<file path="config.mk">
export PLATFORM = sky130hd
export DESIGN_NAME = axi_lite_cmd_master
export DESIGN_NICKNAME = d
export VERILOG_FILES = /design/src/rtl/axi_lite_pkg.sv /design/src/rtl/axi_lite_cmd_master.sv
export SDC_FILE = /design/constraint.sdc
export NUM_CORES = 1
export LEC_CHECK = 0
export ABC_AREA = 1
export BUFFER_PORTS_ARGS = -buffer_cell sky130_fd_sc_hd__buf_4
export CAP_MARGIN = 20
export CORE_MARGIN = 4
export CORE_UTILIZATION = 46
export DETAILED_ROUTE_END_ITERATION = 10
export GPL_ROUTABILITY_DRIVEN = 0
export PLACE_DENSITY = 0.77
export SETUP_SLACK_MARGIN = 0.2
export SKIP_CTS_REPAIR_TIMING = 1
export SLEW_MARGIN = 5
export SYNTH_ARGS = -nofsm -noshare
export SYNTH_HDL_FRONTEND = slang
export SYNTH_SLANG_ARGS = --single-unit
</file>
<file path="constraint.sdc">
create_clock -name SysClk_ClkIn -period 1.8 [get_ports SysClk_ClkIn]
set_input_delay 0.36 -clock SysClk_ClkIn [delete_from_list [all_inputs] [get_ports SysClk_ClkIn]]
set_output_delay 0.36 -clock SysClk_ClkIn [all_outputs]
set_load 0.005 [all_outputs]
</file>
<file path="src/rtl/axi_lite_pkg.sv">
// Shared AXI4-Lite definitions for the register-slave bus: bus widths,
// response codes and the command-master FSM state encoding.
package axi_lite_pkg;

  localparam int unsigned AXI4L_ADDR_W = 16;
  localparam int unsigned DATA_W       = 32;

  localparam logic [1:0] AXI_RESP_OKAY   = 2'b00;
  localparam logic [1:0] AXI_RESP_SLVERR = 2'b10;
  localparam logic [1:0] AXI_RESP_DECERR = 2'b11;

  typedef enum logic [2:0] {
    ST_IDLE    = 3'd0,
    ST_WR_REQ  = 3'd1,
    ST_WR_RESP = 3'd2,
    ST_RD_REQ  = 3'd3,
    ST_RD_RESP = 3'd4
  } axil_state_e;

endpackage

</file>
<file path="src/rtl/axi_lite_cmd_master.sv">
// AXI4-Lite initiator: turns single-word read/write commands into one
// AXI4-Lite transaction at a time, with a per-transaction timeout.
// Ports:
//   SysClk_ClkIn / SysRstN_RstIn : clock, async active-low reset
//   Cmd*        : command handshake (valid/ready), write flag, address, data
//   Rsp*        : one-cycle completion pulse with data, response, timeout flag
//   AxiWrite*   : AW / W / B channels (WSTRB 4'hF, AWPROT 0)
//   AxiRead*    : AR / R channels (ARPROT 0)
// All outputs are registered; no combinational input-to-output path.
module axi_lite_cmd_master
  import axi_lite_pkg::*;
#(
  parameter logic [31:0] Timeout_Gen = 32'd1024
) (
  input  logic                    SysClk_ClkIn,
  input  logic                    SysRstN_RstIn,
  input  logic                    CmdValid_ValIn,
  output logic                    CmdReady_RdyOut,
  input  logic                    CmdWrite_EnaIn,
  input  logic [AXI4L_ADDR_W-1:0] CmdAddress_AdrIn,
  input  logic [DATA_W-1:0]       CmdData_DatIn,
  output logic                    RspValid_ValOut,
  output logic [DATA_W-1:0]       RspData_DatOut,
  output logic [1:0]              RspResponse_DatOut,
  output logic                    RspTimeout_EvtOut,
  output logic                    AxiWriteAddrValid_ValOut,
  input  logic                    AxiWriteAddrReady_RdyIn,
  output logic [AXI4L_ADDR_W-1:0] AxiWriteAddrAddress_AdrOut,
  output logic [2:0]              AxiWriteAddrProt_DatOut,
  output logic                    AxiWriteDataValid_ValOut,
  input  logic                    AxiWriteDataReady_RdyIn,
  output logic [DATA_W-1:0]       AxiWriteDataData_DatOut,
  output logic [3:0]              AxiWriteDataStrobe_DatOut,
  input  logic                    AxiWriteRespValid_ValIn,
  output logic                    AxiWriteRespReady_RdyOut,
  input  logic [1:0]              AxiWriteRespResponse_DatIn,
  output logic                    AxiReadAddrValid_ValOut,
  input  logic                    AxiReadAddrReady_RdyIn,
  output logic [AXI4L_ADDR_W-1:0] AxiReadAddrAddress_AdrOut,
  output logic [2:0]              AxiReadAddrProt_DatOut,
  input  logic                    AxiReadDataValid_ValIn,
  output logic                    AxiReadDataReady_RdyOut,
  input  logic [1:0]              AxiReadDataResponse_DatIn,
  input  logic [DATA_W-1:0]       AxiReadDataData_DatIn
);

  // Word alignment: low two address bits are forced to zero.
  localparam logic [AXI4L_ADDR_W-1:0] ADDR_ALIGN_MASK = {{(AXI4L_ADDR_W-2){1'b1}}, 2'b00};

  axil_state_e             state_q;
  logic                    cmd_ready_q;
  logic [AXI4L_ADDR_W-1:0] addr_q;
  logic [DATA_W-1:0]       wdata_q;
  logic                    awvalid_q, wvalid_q, bready_q, arvalid_q, rready_q;
  logic                    rsp_valid_q, rsp_timeout_q;
  logic [DATA_W-1:0]       rsp_data_q;
  logic [1:0]              rsp_resp_q;
  logic [31:0]             tmo_cnt_q;

  logic aw_done, w_done, tmo_hit;

  // A write channel counts as done once its valid is low (already handshaked)
  // or is handshaking this cycle.
  always_comb begin
    aw_done = !awvalid_q || AxiWriteAddrReady_RdyIn;
    w_done  = !wvalid_q  || AxiWriteDataReady_RdyIn;
    tmo_hit = (Timeout_Gen != '0) && (state_q != ST_IDLE) &&
              (tmo_cnt_q == Timeout_Gen - 32'd1);
  end

  always_ff @(posedge SysClk_ClkIn or negedge SysRstN_RstIn) begin
    if (!SysRstN_RstIn) begin
      state_q       <= ST_IDLE;
      cmd_ready_q   <= 1'b0;
      addr_q        <= '0;
      wdata_q       <= '0;
      awvalid_q     <= 1'b0;
      wvalid_q      <= 1'b0;
      bready_q      <= 1'b0;
      arvalid_q     <= 1'b0;
      rready_q      <= 1'b0;
      rsp_valid_q   <= 1'b0;
      rsp_timeout_q <= 1'b0;
      rsp_data_q    <= '0;
      rsp_resp_q    <= '0;
      tmo_cnt_q     <= '0;
    end else begin
      rsp_valid_q   <= 1'b0;
      rsp_timeout_q <= 1'b0;
      if (state_q != ST_IDLE) tmo_cnt_q <= tmo_cnt_q + 32'd1;

      // Timeout overrides every state: drop all AXI handshake outputs at once.
      if (tmo_hit) begin
        awvalid_q     <= 1'b0;
        wvalid_q      <= 1'b0;
        bready_q      <= 1'b0;
        arvalid_q     <= 1'b0;
        rready_q      <= 1'b0;
        rsp_valid_q   <= 1'b1;
        rsp_timeout_q <= 1'b1;
        rsp_resp_q    <= AXI_RESP_SLVERR;
        rsp_data_q    <= '0;
        cmd_ready_q   <= 1'b1;
        state_q       <= ST_IDLE;
      end else begin
        case (state_q)
          ST_IDLE: begin
            if (!cmd_ready_q) begin
              cmd_ready_q <= 1'b1;
            end else if (CmdValid_ValIn) begin
              cmd_ready_q <= 1'b0;
              addr_q      <= CmdAddress_AdrIn & ADDR_ALIGN_MASK;
              wdata_q     <= CmdData_DatIn;
              tmo_cnt_q   <= '0;
              if (CmdWrite_EnaIn) begin
                awvalid_q <= 1'b1;
                wvalid_q  <= 1'b1;
                state_q   <= ST_WR_REQ;
              end else begin
                arvalid_q <= 1'b1;
                state_q   <= ST_RD_REQ;
              end
            end
          end
          ST_WR_REQ: begin
            if (awvalid_q && AxiWriteAddrReady_RdyIn) awvalid_q <= 1'b0;
            if (wvalid_q  && AxiWriteDataReady_RdyIn) wvalid_q  <= 1'b0;
            if (aw_done && w_done) begin
              bready_q <= 1'b1;
              state_q  <= ST_WR_RESP;
            end
          end
          ST_WR_RESP: begin
            if (AxiWriteRespValid_ValIn) begin
              bready_q    <= 1'b0;
              rsp_valid_q <= 1'b1;
              rsp_resp_q  <= AxiWriteRespResponse_DatIn;
              rsp_data_q  <= '0;
              cmd_ready_q <= 1'b1;
              state_q     <= ST_IDLE;
            end
          end
          ST_RD_REQ: begin
            if (AxiReadAddrReady_RdyIn) begin
              arvalid_q <= 1'b0;
              rready_q  <= 1'b1;
              state_q   <= ST_RD_RESP;
            end
          end
          ST_RD_RESP: begin
            if (AxiReadDataValid_ValIn) begin
              rready_q    <= 1'b0;
              rsp_valid_q <= 1'b1;
              rsp_resp_q  <= AxiReadDataResponse_DatIn;
              rsp_data_q  <= AxiReadDataData_DatIn;
              cmd_ready_q <= 1'b1;
              state_q     <= ST_IDLE;
            end
          end
          default: state_q <= ST_IDLE;
        endcase
      end
    end
  end

  assign CmdReady_RdyOut            = cmd_ready_q;
  assign RspValid_ValOut            = rsp_valid_q;
  assign RspData_DatOut             = rsp_data_q;
  assign RspResponse_DatOut         = rsp_resp_q;
  assign RspTimeout_EvtOut          = rsp_timeout_q;
  assign AxiWriteAddrValid_ValOut   = awvalid_q;
  assign AxiWriteAddrAddress_AdrOut = addr_q;
  assign AxiWriteAddrProt_DatOut    = 3'b000;
  assign AxiWriteDataValid_ValOut   = wvalid_q;
  assign AxiWriteDataData_DatOut    = wdata_q;
  assign AxiWriteDataStrobe_DatOut  = 4'hF;
  assign AxiWriteRespReady_RdyOut   = bready_q;
  assign AxiReadAddrValid_ValOut    = arvalid_q;
  assign AxiReadAddrAddress_AdrOut  = addr_q;
  assign AxiReadAddrProt_DatOut     = 3'b000;
  assign AxiReadDataReady_RdyOut    = rready_q;

endmodule

</file>
==> flow_summary.toml, run 1 <==
[outcome]
status = "complete, but fails checks"
violations = "negative setup slack"

[timing]
grt_setup_unrepaired = "true"
min_period_over_period = 1.06
fmax_ghz = 0.522
min_period_ns = 1.91
setup_violations = 38
fin_worst_skew_ns = 0.00992
worst_slack_ns = -0.115
hold_viol_final = 0
slew_viol_final = 0

[critical_path]
r2r_slack_ns = -0.11
ff2ff_path_depth = 10
reg2reg_to = "RspData_DatOut[30]$_DFFE_PN0P_"
cp-start-kind = "flip-flop"
crit_chain = "buf_4 > nor2_1 > inv_1 > nor2_1 > nand2_2 > o211ai_4 > clkbuf_16 > buf_12 > nor2_4 > a21oi_2"
worstSetupEndpointType = "flip-flop"
cp_max_fo = 5
timing.critical_path.slowest_stage_cell = "dfrtp_1"
critical_path_required_ns = 2.13
slowest_delay_ns = 0.41
worstPathArrival_ns = 2.25
crit_top_cell = "nor2_1"
critPathKind = "flip-flop to flip-flop"
regToRegStartpoint = "state_q[0]$_DFFE_PN0P_"

[global_routing]
grt_max_degree = 48
antenna_found_initial = 0
track_usage = 0.211
grt_pass1_wl_um = 25100
first_global_vias = 5501
grt-ovfl-total = 0

[finish]
nets = 1131
fill_cells = 826
ff_latch_area_um2 = 3080
synthToLayoutAreaGrowth_pct = 60.0
num_antenna_cells = 0
multi_input_area_um2 = 3100
layout-drive-gt1-share = 0.433
post-route-util = 0.761

[routing]
via_count = 6596
dr.pass1.iters = 5
wl_met2_um = 11200
highest_layer = "met4"
drtIter0Drc = 471
route.antenna.remaining_nets = 0
drcViolationCount = 0
vias_per_cell = 5.41
dr_wl_met3_um = 1930
avgRoutedWirePerCell_um = 18.1
drt-total-wl_um = 22100
wl_met1_um = 7760

[floorplanning]
core_um2 = 12800
die_h_um = 123
io_pins = 209
start_util = 0.475
rows = 41
die-area_um2 = 15100
dieWidth_um = 123

[synth]
synth_area_um2 = 6070
yosys_warnings = 0
syn_avg_cell_area_um2 = 7.79
synth-seq-cells = 123
ys_seq_area_frac = 0.507
synth_cell_types = 33
syn_inst = 780

[place]
io_buffers = 192
place.detailed.hpwl_um = 11800

[worst_hold_path]
hold_end = "AxiWriteDataData_DatOut[28]$_DFFE_PN0P_"
hp-start = "CmdData_DatIn[28]"
hold_depth = 3
min_path_type = "input pin to flip-flop"

[clock_network]
clock_latency_ns = 0.42
numCtsBuffers = 17
h-tree-depth = 4
cts_root_buffer = "clkbuf_16"
clk_path_buf_depth = 2
cts_sinks = 123
clk_pin_slew_ns = 0.06
cts_tree = "yes"

[pwr]
p_comb_frac = 0.476
switching_share = 0.378
clockPowerShare = 0.211
p_int_mw = 9.55
total_power_mw = 15.3
p_leak_nw = 4.91
p_switching_mw = 5.79
p_seq_frac = 0.313
pwr_density_cell_nw_per_um2 = 1580
max-vdd-ir-drop_v = 0.00105

[job]
maxCapViolCount = 0
-- power by group through the flow --
stage	clock [mW]	combinational, mW	sequential (mW)
after floorplan	0	2.48	4.53
after global placement	0	4.94	4.48
after global routing	3.38	7.81	4.91
after detailed placement	0	5.07	4.50
after CTS	3.22	5.07	4.48
final	3.23	7.30	4.81
-- cell usage in the layout, fill, tap and decap left out, types with 3 or more instances in the layout --
master / instances
clkbuf_16: 28
inv_1: 62
o21ai_1: 5
buf_6: 12
buf_8: 3
nand3_1: 37
nor3_2: 6
nor2_1: 47
clkbuf_1: 3
inv_2: 7
buf_4: 245
xor2_1: 6
nor2_4: 43
o211ai_1: 7
o21ai_2: 4
o21ai_0: 16
nand2_1: 226
conb_1: 14
nand3_2: 10
dfrtp_1: 121
nand2_2: 10
buf_12: 9
nand3_4: 4
nand4_1: 10
nand2_4: 4
nor3_1: 14
a21oi_1: 16
a21oi_2: 34
nor2_2: 13
clkbuf_8: 4
-- flip-flops by register name (all words and copies together) (netlist names) --
register and count:
tmo_cnt_q 32, AxiWriteDataData_DatOut 32, state_q 3, RspTimeout_EvtOut 1, RspValid_ValOut 1, AxiReadAddrValid_ValOut 1, CmdReady_RdyOut 1, RspResponse_DatOut 2
AxiReadDataReady_RdyOut 1, AxiWriteAddrValid_ValOut 1, AxiWriteDataValid_ValOut 1, RspData_DatOut 32, AxiReadAddrAddress_AdrOut 14, AxiWriteRespReady_RdyOut 1
-- worst max path at each step --
stage,from,endpoint,slack (ns),cells past startpoint
after detailed placement,tmo_cnt_q[1]$_DFF_PN0_,AxiReadDataReady_RdyOut$_DFFE_PN0P_,-0.03,11
after CTS,tmo_cnt_q[1]$_DFF_PN0_,AxiReadDataReady_RdyOut$_DFFE_PN0P_,-0.04,11
final,state_q[0]$_DFFE_PN0P_,RspData_DatOut[30]$_DFFE_PN0P_,-0.11,10
after global placement,tmo_cnt_q[0]$_DFF_PN0_,AxiReadDataReady_RdyOut$_DFFE_PN0P_,0.03,11
after global routing,state_q[0]$_DFFE_PN0P_,RspData_DatOut[30]$_DFFE_PN0P_,-0.17,10
after floorplan,tmo_cnt_q[0]$_DFF_PN0_,RspData_DatOut[0]$_DFFE_PN0P_,0.19,10
-- final cells by class --
class	count	area share
Multi-Input combinational cell	542	0.319
Sequential cell	123	0.317
Timing Repair Buffer	281	0.256
Clock buffer	24	0.0506
Inverter	72	0.0288
Tap cell	172	0.0221
Clock inverter	6	0.00657
-- worst max-delay path, delay by kind of cell (launching register included) --
| kind | cells | cell delay (ns) |
|---|---|---|
| buffers and inverters | 4 | 0.62 |
| and+or+nand+nor | 4 | 0.50 |
| DFF | 1 | 0.41 |
| AOI/OAI and AO/OA | 2 | 0.29 |
-- cell families (layout without fill, tap and decap cells) --
group                    Yosys count  after routing  synth area share
AO/OA/AOI/OAI                     86             86            0.0775
buffers and inverters            128            383             0.105
flip-flops                       123            123             0.507
XOR/XNOR                           6              6           0.00865
other                              2             14           0.00124
adder cells (fa/ha/maj)            1              1           0.00206
AND/OR/NAND/NOR                  434            435             0.299
-- cells in the mapped netlist --
cell,count,area [µm²]
nand2_1,237,890
dfrtp_1,123,3080
nor2_1,97,364
inv_1,68,255
a21oi_1,50,250
nand3_1,50,250
buf_4,29,218
o21ai_0,25,125
nor3_1,22,110
clkbuf_1,11,41.3
nand4_1,10,62.6
buf_2,8,40.0
o211ai_1,7,52.6
xor2_1,6,52.6
buf_6,5,56.3
inv_2,4,15.0
buf_1,3,11.3
nor2_2,3,18.8
nor2_4,3,33.8
conb_1,2,7.51
nand2_2,2,12.5
nand3b_1,2,15.0
nor4_1,2,12.5
o21a_1,2,15.0
and2_1,1,6.26
and3_1,1,6.26
ha_1,1,12.5
nand2_4,1,11.3
nand3_2,1,10.0
o211ai_4,1,21.3
o22ai_1,1,6.26
or2_1,1,6.26
or2_2,1,6.26
-- stage by stage --
step	TNS, ns	cell area, µm²	hold WS (ns)	instances	setup slack, ns
6_report	-2.28	9720	0.137	1220	-0.115
5_1_grt	-4.72	9720	0.144	1220	-0.166
4_1_cts	-0.161	8390	-0.238	1176	-0.0356
3_5_place_dp	-0.0695	7840	0.203	1146	-0.0262
3_3_place_gp	0	7840	0.203	1146	0.0250
2_1_floorplan	0	6130	0.0644	792	0.190
-- per-layer routing --
layer / vias up / GRT usage
li1: 2944 / -
met1: 3131 / 0.263
met2: 411 / 0.343
met3: 110 / 0.0640
met4: 0 / 0.0854
met5: - / 0
(Power assumes the default switching activity.)
==> inputs of run 2 (changes only) <==
- CORE_UTILIZATION: 46 -> 49
- PLACE_DENSITY: 0.77 -> 0.78
- clock period: 1.8 -> 2.4 ns (I/O delays scaled with it)
==> flow_summary.toml, run 2 (synthesis gave the netlist of run 1 again) <==
[outcome]
status = "completed"

[global_routing]
first_global_vias = 5348
grt-ovfl-total = 0
grt_pass1_wl_um = 25700
antenna_found_initial = 0
track_usage = 0.221
grt_max_degree = 70

[place]
dp_cells = 1108
io_buffers = 192
place.detailed.hpwl_um = 11400
post-place-ws_ns = 0.386

[finish]
layout-drive-gt1-share = 0.261
synthToLayoutAreaGrowth_pct = 35.5
ff_latch_area_um2 = 3080
layout_common_cells = "nand2_1 (236), buf_4 (200), dfrtp_1 (123)"
multi_input_area_um2 = 2410
fill_cells = 984
final_common_cell = "nand2_1"
num_antenna_cells = 0
nets = 1054
stdcell_count = 1141

[floorplanning]
die_h_um = 119
start_util = 0.504
die-area_um2 = 14200
dieWidth_um = 119
rows = 40
core_um2 = 12100
io_pins = 209

[pwr]
pwr_density_cell_nw_per_um2 = 1200
p_int_mw = 6.53
clockPowerShare = 0.289
p_seq_frac = 0.343
max-vdd-ir-drop_v = 0.000627
switching_share = 0.336
p_comb_frac = 0.368
p_switching_mw = 3.31
p_leak_nw = 4.31

[clock_network]
cts_tree = "yes"
clk_pin_slew_ns = 0.06
cts_root_buffer = "clkbuf_16"
clock_latency_ns = 0.41
clk_path_buf_depth = 2
numCtsBuffers = 17
cts_sinks = 123
h-tree-depth = 4

[timing]
fin_worst_skew_ns = 0.0146
slew_viol_final = 0
min_period_over_period = 0.836
min_period_ns = 2.01
fmax_ghz = 0.498
worst_slack_ns = 0.393
maxSlewHeadroom = 0.618
grt_setup_unrepaired = "false"
hold_viol_final = 0
setup_violations = 0
worstMarginPinSlew_ns = 0.572
setup-tns-final_ns = 0

[routing]
dr.pass1.iters = 5
drcViolationCount = 0
drt-total-wl_um = 15700
vias_per_cell = 4.88
drtIter0Drc = 374
via_count = 5572
avgRoutedWirePerCell_um = 13.8
route.antenna.remaining_nets = 0

[critical_path]
cp-start-kind = "flip-flop"
r2r_slack_ns = 0.39
ff2ff_path_depth = 10
critPathKind = "flip-flop to flip-flop"
worstSetupEndpointType = "flip-flop"
timing.critical_path.slowest_stage_cell = "dfrtp_1"
worstPathArrival_ns = 2.34
slowest_delay_ns = 0.40
critical_path_required_ns = 2.73
cp_max_fo = 69
worstSetupEndpoint = "RspData_DatOut[6]$_DFFE_PN0P_"
regToRegStartpoint = "tmo_cnt_q[0]$_DFF_PN0_"
crit_start = "tmo_cnt_q[0]$_DFF_PN0_"
crit_chain = "ha_1 > nand3_1 > inv_1 > nand2_2 > nor2_2 > nand3_2 > o211ai_4 > buf_12 > nor2_1 > a21oi_1"
reg2reg_to = "RspData_DatOut[6]$_DFFE_PN0P_"

[worst_hold_path]
min_path_type = "input pin to flip-flop"

[job]
maxCapViolCount = 0
run 2: worst min path at each step:
stage / startpoint / end / slack (ns) / cells after the start
2_1_floorplan: SysRstN_RstIn / AxiReadAddrAddress_AdrOut[10]$_DFFE_PN0P_ / 0.18 / 0
5_1_grt: CmdAddress_AdrIn[2] / AxiReadAddrAddress_AdrOut[2]$_DFFE_PN0P_ / 0.26 / 3
3_3_place_gp: SysRstN_RstIn / AxiWriteDataData_DatOut[16]$_DFFE_PN0P_ / 0.40 / 1
4_1_cts: SysRstN_RstIn / AxiWriteDataData_DatOut[18]$_DFFE_PN0P_ / -0.04 / 1
3_5_place_dp: SysRstN_RstIn / AxiWriteDataData_DatOut[16]$_DFFE_PN0P_ / 0.41 / 1
6_report: CmdAddress_AdrIn[12] / AxiReadAddrAddress_AdrOut[12]$_DFFE_PN0P_ / 0.26 / 3
run 2: power groups by stage:
| stage | sequential (mW) | combinational [mW] | clock (mW) |
|---|---|---|---|
| 3_5_place_dp | 3.39 | 3.69 | 0 |
| 2_1_floorplan | 3.40 | 1.86 | 0 |
| 4_1_cts | 3.38 | 3.69 | 2.89 |
| 5_1_grt | 3.49 | 4.07 | 2.98 |
| 6_report | 3.37 | 3.62 | 2.84 |
| 3_3_place_gp | 3.37 | 3.57 | 0 |
run 2: per-stage QoR:
stage	power [mW]	utilization	cell area (µm²)	hold slack, ns
after floorplan	5.26	-	6120	0.184
after global placement	6.94	0.626	7550	0.403
after detailed placement	7.07	0.626	7550	0.406
after CTS	9.96	0.681	8220	-0.0413
after global routing	10.5	0.682	8230	0.258
final	9.84	0.682	8230	0.261
run 2: area by class of cell:
type | instances | area share
clock buffer | 19 | 0.0550
clock inverter | 13 | 0.0258
inverter | 72 | 0.0328
multi-input combinational | 541 | 0.293
sequential | 123 | 0.374
tap | 168 | 0.0255
timing repair buffer | 205 | 0.193
run 2: critical path, delay by kind of cell (launching register included):
| kind | cells | cell delay (ns) |
|---|---|---|
| flops | 1 | 0.40 |
| simple gates | 5 | 0.59 |
| compound gates | 2 | 0.30 |
| fa+ha+maj | 1 | 0.21 |
| buf+inv | 2 | 0.39 |
run 2: metal layers:
metal	GRT usage	share of wire
met2	0.368	0.49
met5	0	0
met4	0.0716	0.014
met3	0.0603	0.080
met1	0.281	0.41
==> inputs of run 3 (changes only) <==
- clock period: 2.4 -> 2.1 ns (I/O delays scaled with it)
==> flow_summary.toml, run 3 (synthesis gave the netlist of run 1 again) <==
[outcome]
status = "completed"

[job]
maxCapViolCount = 0

[routing]
drtIter0Drc = 478
avgRoutedWirePerCell_um = 14.9
drcViolationCount = 0
drt-total-wl_um = 17400
vias_per_cell = 5.03
via_count = 5851
route.antenna.remaining_nets = 0
dr.pass1.iters = 5

[timing]
slew_viol_final = 0
maxSlewHeadroom = 0.644
worstMarginPinSlew_ns = 0.530
fmax_ghz = 0.517
setup-tns-final_ns = 0
grt_setup_unrepaired = "false"
hold_viol_final = 0
min_period_over_period = 0.922
min_period_ns = 1.94
setup_violations = 0
fin_worst_skew_ns = 0.00592

[finish]
synthToLayoutAreaGrowth_pct = 41.1
layout-drive-gt1-share = 0.304
multi_input_area_um2 = 2510
nets = 1077
stdcell_count = 1164
final_common_cell = "nand2_1"
ff_latch_area_um2 = 3080
fill_cells = 899
layout_common_cells = "nand2_1 (233), buf_4 (213), dfrtp_1 (121)"
num_antenna_cells = 0

[floorplanning]
rows = 40
start_util = 0.504
core_um2 = 12100
die-area_um2 = 14200
die_h_um = 119
io_pins = 209
dieWidth_um = 119

[pwr]
max-vdd-ir-drop_v = 0.000731
pwr_density_cell_nw_per_um2 = 1350
p_leak_nw = 4.45
total_power_mw = 11.6

[critical_path]
crit_top_cell = "buf_12"
cp-start-kind = "flip-flop"
cp_num_cells = 9
cp_top_family = "simple AND/OR/NAND/NOR gates"
critPathKind = "flip-flop to flip-flop"
worstSetupEndpointType = "flip-flop"
worstPathArrival_ns = 2.22
ff2ff_path_depth = 9
slowest_delay_ns = 0.45
critical_path_required_ns = 2.39
cp_max_fo = 12
crit_buf_inv = 3
timing.critical_path.slowest_stage_cell = "dfrtp_1"
crit_chain = "nor2_4 > nand2_4 > buf_4 > nand3_2 > o211ai_4 > buf_12 > buf_12 > nor2_1 > a21oi_2"

[global_routing]
antenna_found_initial = 0
grt_pass1_wl_um = 26200
grt-ovfl-total = 0
track_usage = 0.226
grt_max_degree = 59
first_global_vias = 5450

[clock_network]
clock_latency_ns = 0.42
cts_root_buffer = "clkbuf_16"
cts_sinks = 123
clk_pin_slew_ns = 0.06
h-tree-depth = 4
clk_path_buf_depth = 2
numCtsBuffers = 17
cts_tree = "yes"

[place]
io_buffers = 192
place.detailed.hpwl_um = 11200
dp_cells = 1111

[worst_hold_path]
min_path_type = "input pin to flip-flop"
hold_depth = 3
-- run 3: cell types whose count changed in the layout (fill, tap and decap cells not counted), sizes merged --
cell      previous run  this run
clkinvlp             0         3
nand2              240       241
bufinv               5         3
buf                204       221
clkinv               6         3
inv                 74        75
clkbuf              19        25
-- run 3: path summary, 6_finish.rpt --
check,startpoint,end,slack (ns)
setup / recovery,state_q[1]$_DFFE_PN0P_,RspData_DatOut[6]$_DFFE_PN0P_,0.16
hold reg to reg,AxiWriteDataData_DatOut[22]$_DFFE_PN0P_,AxiWriteDataData_DatOut[22]$_DFFE_PN0P_,0.47
setup reg to reg,state_q[1]$_DFFE_PN0P_,RspData_DatOut[6]$_DFFE_PN0P_,0.16
min in group asynchronous,SysRstN_RstIn,AxiWriteDataData_DatOut[12]$_DFFE_PN0P_,0.47
max in group asynchronous,SysRstN_RstIn,tmo_cnt_q[25]$_DFF_PN0_,1.03
hold / removal,CmdData_DatIn[17],AxiWriteDataData_DatOut[17]$_DFFE_PN0P_,0.20
-- run 3: layer usage --
| metal | global-route usage | up-vias | share of wire |
|---|---|---|---|
| li1 | - | 2839 | - |
| met1 | 0.285 | 2685 | 0.39 |
| met2 | 0.369 | 283 | 0.49 |
| met3 | 0.0622 | 44 | 0.085 |
| met4 | 0.0909 | 0 | 0.028 |
| met5 | 0 | - | 0 |
-- run 3: report_power, final --
part	internal (mW)	total [mW]	switching, mW
Clock	1.91	3.02	1.11
Sequential	3.28	3.89	0.615
Combinational	2.31	4.64	2.33
Total	7.51	11.6	4.05
-- run 3: worst register-to-register path: cells and delay by family (launching register included) --
kind / cells / cell delay [ns]
simple gates: 4 / 0.66
buf+inv: 3 / 0.49
flops: 1 / 0.45
compound gates: 2 / 0.20
-- run 3: cell type report --
class,instances,area share
inverter,72,0.0315
sequential,123,0.360
clock inverter,12,0.0191
tap,168,0.0245
timing repair buffer,227,0.220
multi-input combinational,542,0.293
clock buffer,20,0.0521
-- run 3: per-stage QoR --
| stage | setup slack, ns | hold WS [ns] | area (µm²) | utilization |
|---|---|---|---|---|
| after floorplan | 0.440 | 0.124 | 6120 | - |
| after global placement | 0.147 | 0.357 | 7590 | 0.629 |
| after detailed placement | 0.123 | 0.356 | 7590 | 0.629 |
| after CTS | 0.0661 | -0.0894 | 8200 | 0.680 |
| after global routing | 0.130 | 0.196 | 8570 | 0.710 |
| final | 0.164 | 0.196 | 8570 | 0.710 |
